**src/rtl/serial2tcp_line_framer_pkg.sv**
```systemverilog
// Shared types and helpers for the serial2tcp line framer.
package serial2tcp_pkg;

  typedef logic [7:0] byte_t;

  localparam byte_t TERM_DEFAULT = 8'h0A;

  // Pointer width for a circular buffer of 'depth' slots, including the wrap bit.
  function automatic int unsigned ptr_w(input int unsigned depth);
    return $clog2(depth) + 1;
  endfunction

endpackage

```
**src/rtl/serial2tcp_line_framer_if.sv**
```systemverilog
// Byte-stream sink and framed source handshakes of the line framer.
interface serial2tcp_line_framer_if;
  import serial2tcp_pkg::*;

  logic  sink_valid;
  logic  sink_ready;
  byte_t sink_data;
  logic  source_valid;
  logic  source_ready;
  byte_t source_data;
  logic  source_last;

  // The framer itself.
  modport slave (
    input  sink_valid, sink_data, source_ready,
    output sink_ready, source_valid, source_data, source_last
  );

  // Upstream producer and downstream consumer seen together.
  modport master (
    output sink_valid, sink_data, source_ready,
    input  sink_ready, source_valid, source_data, source_last
  );

endinterface

```
**src/rtl/serial2tcp_line_framer_timer.sv**
```systemverilog
// Idle counter: counts run cycles and pulses expire when TIMEOUT is reached.
module serial2tcp_framer_timer #(
  parameter int unsigned TIMEOUT = 1000
) (
  input  logic clk_i,
  input  logic rst_i,
  input  logic clear_i,
  input  logic run_i,
  output logic expire_o
);

  localparam int unsigned CW = $clog2(TIMEOUT + 1);
  localparam logic [CW-1:0] LIMIT = CW'(TIMEOUT - 1);

  logic [CW-1:0] cnt_q, cnt_d;

  // Expire in the cycle whose increment would reach TIMEOUT; the counter self-clears.
  always_comb begin
    cnt_d    = cnt_q;
    expire_o = 1'b0;
    if (clear_i) begin
      cnt_d = '0;
    end else if (run_i) begin
      if (cnt_q == LIMIT) begin
        expire_o = 1'b1;
        cnt_d    = '0;
      end else begin
        cnt_d = cnt_q + 1'b1;
      end
    end
  end

  // Counter register.
  always_ff @(posedge clk_i or posedge rst_i) begin
    if (rst_i) cnt_q <= '0;
    else       cnt_q <= cnt_d;
  end

endmodule

```
**src/rtl/serial2tcp_line_framer.sv**
```systemverilog
// Line framer: buffers bytes and releases them only as whole frames
// (terminator, max length or idle timeout).
module serial2tcp_line_framer
  import serial2tcp_pkg::*;
#(
  parameter int unsigned DEPTH   = 64,
  parameter int unsigned MAX_LEN = 32,
  parameter byte_t       TERM    = TERM_DEFAULT,
  parameter int unsigned TIMEOUT = 1000
) (
  input  logic                      sys_clk,
  input  logic                      sys_rst,
  serial2tcp_line_framer_if.slave   bus,
  output logic [ptr_w(DEPTH)-1:0]   level
);

  localparam int unsigned PW = ptr_w(DEPTH);
  localparam int unsigned AW = PW - 1;
  localparam int unsigned CW = $clog2(MAX_LEN + 1);

  typedef logic [PW-1:0] ptr_t;

  ptr_t            wr_ptr_q, wr_ptr_d;
  ptr_t            cm_ptr_q, cm_ptr_d;
  ptr_t            rd_ptr_q, rd_ptr_d;
  logic [CW-1:0]   pend_cnt_q, pend_cnt_d;
  byte_t           mem_q [DEPTH];
  logic [DEPTH-1:0] last_q;

  logic            sink_ready;
  logic            source_valid;
  logic            sink_xfer;
  logic            src_xfer;
  logic            end_hit;
  logic            tmo_commit;
  logic [AW-1:0]   wr_idx;
  logic [AW-1:0]   prev_idx;
  logic [AW-1:0]   rd_idx;

  assign wr_idx   = wr_ptr_q[AW-1:0];
  assign prev_idx = wr_idx - 1'b1;
  assign rd_idx   = rd_ptr_q[AW-1:0];

  assign sink_ready   = (wr_ptr_q - rd_ptr_q) != ptr_t'(DEPTH);
  assign source_valid = rd_ptr_q != cm_ptr_q;

  assign bus.sink_ready   = sink_ready;
  assign bus.source_valid = source_valid;
  assign bus.source_data  = mem_q[rd_idx];
  assign bus.source_last  = last_q[rd_idx];
  assign level            = wr_ptr_q - rd_ptr_q;

  assign sink_xfer = bus.sink_valid & sink_ready;
  assign src_xfer  = source_valid & bus.source_ready;
  assign end_hit   = sink_xfer &&
                     ((bus.sink_data == TERM) || (pend_cnt_q == CW'(MAX_LEN - 1)));

  // Idle timer runs only while a partial frame waits and no byte arrives,
  // so a timeout commit never coincides with a sink transfer.
  serial2tcp_framer_timer #(
    .TIMEOUT (TIMEOUT)
  ) u_timer (
    .clk_i    (sys_clk),
    .rst_i    (sys_rst),
    .clear_i  (sink_xfer),
    .run_i    ((pend_cnt_q != '0) && !sink_xfer),
    .expire_o (tmo_commit)
  );

  // Pointer and pending-count next state.
  always_comb begin
    wr_ptr_d   = wr_ptr_q;
    cm_ptr_d   = cm_ptr_q;
    rd_ptr_d   = rd_ptr_q;
    pend_cnt_d = pend_cnt_q;
    if (sink_xfer) begin
      wr_ptr_d = wr_ptr_q + 1'b1;
      if (end_hit) begin
        cm_ptr_d   = wr_ptr_q + 1'b1;
        pend_cnt_d = '0;
      end else begin
        pend_cnt_d = pend_cnt_q + 1'b1;
      end
    end else if (tmo_commit) begin
      cm_ptr_d   = wr_ptr_q;
      pend_cnt_d = '0;
    end
    if (src_xfer) rd_ptr_d = rd_ptr_q + 1'b1;
  end

  // Pointer and pending-count registers.
  always_ff @(posedge sys_clk or posedge sys_rst) begin
    if (sys_rst) begin
      wr_ptr_q   <= '0;
      cm_ptr_q   <= '0;
      rd_ptr_q   <= '0;
      pend_cnt_q <= '0;
    end else begin
      wr_ptr_q   <= wr_ptr_d;
      cm_ptr_q   <= cm_ptr_d;
      rd_ptr_q   <= rd_ptr_d;
      pend_cnt_q <= pend_cnt_d;
    end
  end

  // Last flags: every write refreshes its slot's flag; a timeout marks the newest pending byte.
  always_ff @(posedge sys_clk or posedge sys_rst) begin
    if (sys_rst) begin
      last_q <= '0;
    end else if (sink_xfer) begin
      last_q[wr_idx] <= end_hit;
    end else if (tmo_commit) begin
      last_q[prev_idx] <= 1'b1;
    end
  end

  // Data storage, no reset needed.
  always_ff @(posedge sys_clk) begin
    if (sink_xfer) mem_q[wr_idx] <= bus.sink_data;
  end

endmodule

```
**src/flat_wrapper.sv**
```systemverilog
// flat-port wrapper written by rule: the top's interface ports become plain ports
module serial2tcp_line_framer_flat import serial2tcp_pkg::*;
#(
  parameter int unsigned DEPTH   = 64,
  parameter int unsigned MAX_LEN = 32,
  parameter byte_t       TERM    = TERM_DEFAULT,
  parameter int unsigned TIMEOUT = 1000
)
  (sys_clk, sys_rst, level, bus_sink_valid, bus_sink_data, bus_source_ready, bus_sink_ready, bus_source_valid, bus_source_data, bus_source_last);
  serial2tcp_line_framer_if bus_i ();
  input  logic sys_clk;
  input  logic sys_rst;
  output logic [ptr_w(DEPTH)-1:0] level;
  input wire logic [$bits(bus_i.sink_valid)-1:0] bus_sink_valid;
  input wire logic [$bits(bus_i.sink_data)-1:0] bus_sink_data;
  input wire logic [$bits(bus_i.source_ready)-1:0] bus_source_ready;
  output wire logic [$bits(bus_i.sink_ready)-1:0] bus_sink_ready;
  output wire logic [$bits(bus_i.source_valid)-1:0] bus_source_valid;
  output wire logic [$bits(bus_i.source_data)-1:0] bus_source_data;
  output wire logic [$bits(bus_i.source_last)-1:0] bus_source_last;
  assign bus_i.sink_valid = bus_sink_valid;
  assign bus_i.sink_data = bus_sink_data;
  assign bus_i.source_ready = bus_source_ready;
  assign bus_sink_ready = bus_i.sink_ready;
  assign bus_source_valid = bus_i.source_valid;
  assign bus_source_data = bus_i.source_data;
  assign bus_source_last = bus_i.source_last;
  serial2tcp_line_framer #(.DEPTH(DEPTH), .MAX_LEN(MAX_LEN), .TERM(TERM), .TIMEOUT(TIMEOUT)) u_core (.sys_clk(sys_clk), .sys_rst(sys_rst), .bus(bus_i), .level(level));
endmodule
```
**config.mk**
```make
export PLATFORM = sky130hd
export DESIGN_NAME = serial2tcp_line_framer_flat
export DESIGN_NICKNAME = d
export VERILOG_FILES = /design/src/rtl/serial2tcp_line_framer_pkg.sv /design/src/rtl/serial2tcp_line_framer_if.sv /design/src/rtl/serial2tcp_line_framer_timer.sv /design/src/rtl/serial2tcp_line_framer.sv /design/src/flat_wrapper.sv
export SDC_FILE = /design/constraint.sdc
export NUM_CORES = 1
export LEC_CHECK = 0
export CAP_MARGIN = 20
export CORE_ASPECT_RATIO = 0.5
export CORE_MARGIN = 2
export CORE_UTILIZATION = 55
export DETAILED_ROUTE_END_ITERATION = 12
export PLACE_DENSITY_LB_ADDON = 0.12
export SLEW_MARGIN = 20
export SYNTH_ARGS = -nofsm -noshare
export SYNTH_HDL_FRONTEND = slang
export SYNTH_SLANG_ARGS = --single-unit
```
**constraint.sdc**
```tcl
create_clock -name sys_clk -period 9.9 [get_ports sys_clk]
set_clock_uncertainty 0.05 [all_clocks]
set_input_delay 1.98 -clock sys_clk [delete_from_list [all_inputs] [get_ports sys_clk]]
set_output_delay 1.98 -clock sys_clk [all_outputs]
set_load 0.02 [all_outputs]
```
==> summary.md <==
| Metric | Value |
|---|---|
| Crit path top cell by count | mux4_2 |
| Max Freq | 0.1430 GHz |
| Vias | 15334 |
| Largest net degree at the start of global routing | 150 |
| DR vias/cell | 6.852 |
| Num CTS Buffers | 52 |
| Mapped Area | 0.02642 mm^2 |
| Most used routing layer | met2 |
| Row cnt | 56 |
| Worst-Margin Slew | 1.135 ns |
| Global-route wire length before repair | 98750 um |
| FF+latch area | 0.01791 mm^2 |
| Post-cts gate resize count | 0 |
| Syn nets | 1570 |
| Multi-input logic area | 0.007951 mm^2 |
| CTS Hold Buffers Added | 0 |
| Syn Inst Count | 1545 |
| Routed WL | 66790 um |
| Longest Clk Path Bufs | 3 |
| Wire per inst | 29.84 um |
| Buffers on Ports | 29 |
| Critical Path Source Type | flip-flop |
| First-iteration detailed-routing DRC count | 2215 |
| Share of layout cells above drive strength 1 | 20.75% |
| Critical path's top delay family | buffers and inverters |
| Min-delay worst type | flip-flop to flip-flop |
| Final Hold Fails | 0 |
| Worst R2R Start | u_core.wr_ptr_q[0] |
| GRT Total Usage | 26.98% |
| Nets | 1582 |
| Final setup viols | 0 |
| Worst EP required | 7.87 ns |
| Count of different cell masters after synthesis | 68 |
| Fin crit share | 70.61% |
| Die Ht | 159.0 um |
| H-tree levels | 2 |
| Final Power | 8305 uW |
| Synthesized area per cell | 17.10 um^2 |
| Power Density | 286.7 mW/mm^2 |
| CTS tree | done |
| Global-route met3 utilization | 5.132% |
| Core area | 0.04716 mm^2 |
| Max Cap Viol | 0 |
| HP Start | u_core.u_timer.cnt_q[9] |
| Crit path max fanout | 100 |
| WP data arrival | 4.96 ns |
| Fin. max-slew vios | 0 |
| Outcome | completed |
| CP bufs+invs | 3 |
| Worst-path cell chain | buf_4, buf_12, mux4_2, mux4_2, mux4_2, clkdlybuf4s50_1 |
| Synthesis-to-finish area growth | 9.626% |
| Relative slew slack | 24.04% |
| Worst Slack Setup Final | 2.909 ns |
| Setup slack after placement | 3.436 ns |
| Async SR Flop Fraction | 16.48% |
| VDD IR max | 0.2605 mV |
| Initial antenna violation count | 1 |
| Type of the worst setup path | flip-flop to primary output |
| Post-synth EDFFs | 512 |
| Post-CTS Setup Inserts | 0 |
| TritonRoute pass-1 iters | 6 |
| Setup TNS | 0 ns |
| Critical path origin | u_core.rd_ptr_q[0] |
| Met1 Track Usage GR | 40.89% |
| Leak | 0.009552 uW |
| WHS | 0.4714 ns |
| Post-synthesis sequential area ratio | 67.75% |
| Final min period | 6.991 ns |
| DIE AREA | 0.04992 mm^2 |
| GRT met2 Usage | 40.91% |
| DRC | 0 |
| Routed Antenna Nets | 0 |
| CTS Sinks | 613 |
| Boundary pin count | 30 |
| Die W | 314.0 um |
| Reg clk slew, reported paths | 0.07 ns |
| Dpl hpwl | 39840 um |
| Synth Register Bits | 613 |
| RSZ-0062 raised after global routing | no |
| Dominant synthesized flop cell | edfxtp_1 |
| Most common cell after layout, fill and taps aside | edfxtp_1 |
| Synth warn | 0 |
| FILL cells | 3316 |
| Gpl congestion | 0.9197 |
| Worst-Skew Late Latency | 0.60 ns |
| Commonest non-fill, non-tap cells in the layout | 512 x edfxtp_1, 189 x mux4_2, 102 x nor2_1 |
| Antenna cells | 0 |
| Initial Util | 56.04% |
| GRT Residual Overflow | 0 |
| Worst Setup End Kind | primary output |
| Max stage delay cell, worst path | dfrtp_4 |
| Critical Path Max Stage Delay | 0.72 ns |
| CTS Root Cell | clkbuf_16 |
| Vias in the first global route | 15048 |
## layout make-up
type	count	share of cell area, %
clock buffers	72	4.859
multi-input cells	798	27.45
flip-flops and latches	613	61.83
well taps	638	2.756
repair buffers	69	2.008
inverters	23	0.3067
clock inverters	25	0.7904
## path summary, 6_finish.rpt
| kind | slack (ns) | end | cells past startpoint |
|---|---|---|---|
| max | 2.91 | bus_source_data[2] | 6 |
| max reg2reg | 3.98 | u_core.mem_q[44][5] | 13 |
| min | 0.47 | u_core.u_timer.cnt_q[9] | 1 |
| max in group asynchronous | 6.85 | u_core.last_q[28] | 3 |
| min in group asynchronous | 1.74 | u_core.last_q[15] | 2 |
| min reg2reg | 0.47 | u_core.u_timer.cnt_q[9] | 1 |
## report_power, final
part | leakage, uW | internal, uW | switching (uW) | total (uW)
logic | 0.00282 | 1330 | 1740 | 3080
registers | 0.00593 | 3000 | 206 | 3210
clock network | 0.000801 | 1080 | 937 | 2020
## metrics by stage
stage | instance area (um^2) | util, % | cells
after floorplan | 26420 | - | 1545
after global placement | 27280 | 57.86 | 2138
after detailed placement | 27290 | 57.87 | 2138
after CTS | 28930 | 61.34 | 2235
after global routing | 28970 | 61.43 | 2238
final | 28970 | 61.43 | 2238
## Yosys cell counts, drive strengths merged (5+ instances only)
cell type / instances / share of area [%]
a211oi: 8 / 0.27
a21o: 6 / 0.17
a21oi: 42 / 0.81
a22o: 6 / 0.20
a22oi: 33 / 0.94
a311o: 5 / 0.19
a311oi: 8 / 0.27
a31oi: 46 / 1.1
a32o: 7 / 0.27
and2: 6 / 0.14
and3: 9 / 0.21
buf: 48 / 1.0
clkbuf: 63 / 0.90
dfrtp: 101 / 9.6
edfxtp: 512 / 58
ha: 12 / 0.57
inv: 22 / 0.31
mux4: 189 / 16
nand2: 50 / 0.71
nand2b: 8 / 0.19
nand3: 60 / 1.1
nand4: 18 / 0.43
nor2: 105 / 1.5
nor2b: 5 / 0.12
nor3: 43 / 0.83
nor4: 17 / 0.43
o21ai: 28 / 0.53
o32a: 6 / 0.23
o41ai: 7 / 0.23
or3: 6 / 0.14
xnor2: 14 / 0.46
xor2: 13 / 0.46
## cell families (layout without fill, tap and decap cells)
family,after synthesis,after routing,synth area share [%]
buffers and inverters,134,189,2.273
multiplexers,195,195,16.35
AND/OR/NAND/NOR,340,340,6.203
AO/OA/AOI/OAI,223,223,5.862
XOR/XNOR,27,27,0.9234
adder cells (fa/ha/maj),13,13,0.6440
flip-flops,613,613,67.75
## flip-flops by register name, indices dropped and copies added (netlist names)
signal                flops
u_core.u_timer.cnt_q     10
u_core.mem_q            512
u_core.last_q            64
u_core.wr_ptr_q           7
u_core.rd_ptr_q           7
u_core.pend_cnt_q         6
u_core.cm_ptr_q           7
## per-layer routing
layer | vias to the layer above | wire length, um | part of all wire, %
met5 | - | 0 | 0
met4 | 0 | 1615 | 2.4
met3 | 130 | 7015 | 11
met2 | 930 | 30880 | 46
met1 | 7925 | 27280 | 41
li1 | 6349 | - | -
Note: power is estimated with default switching activity, not from simulation.
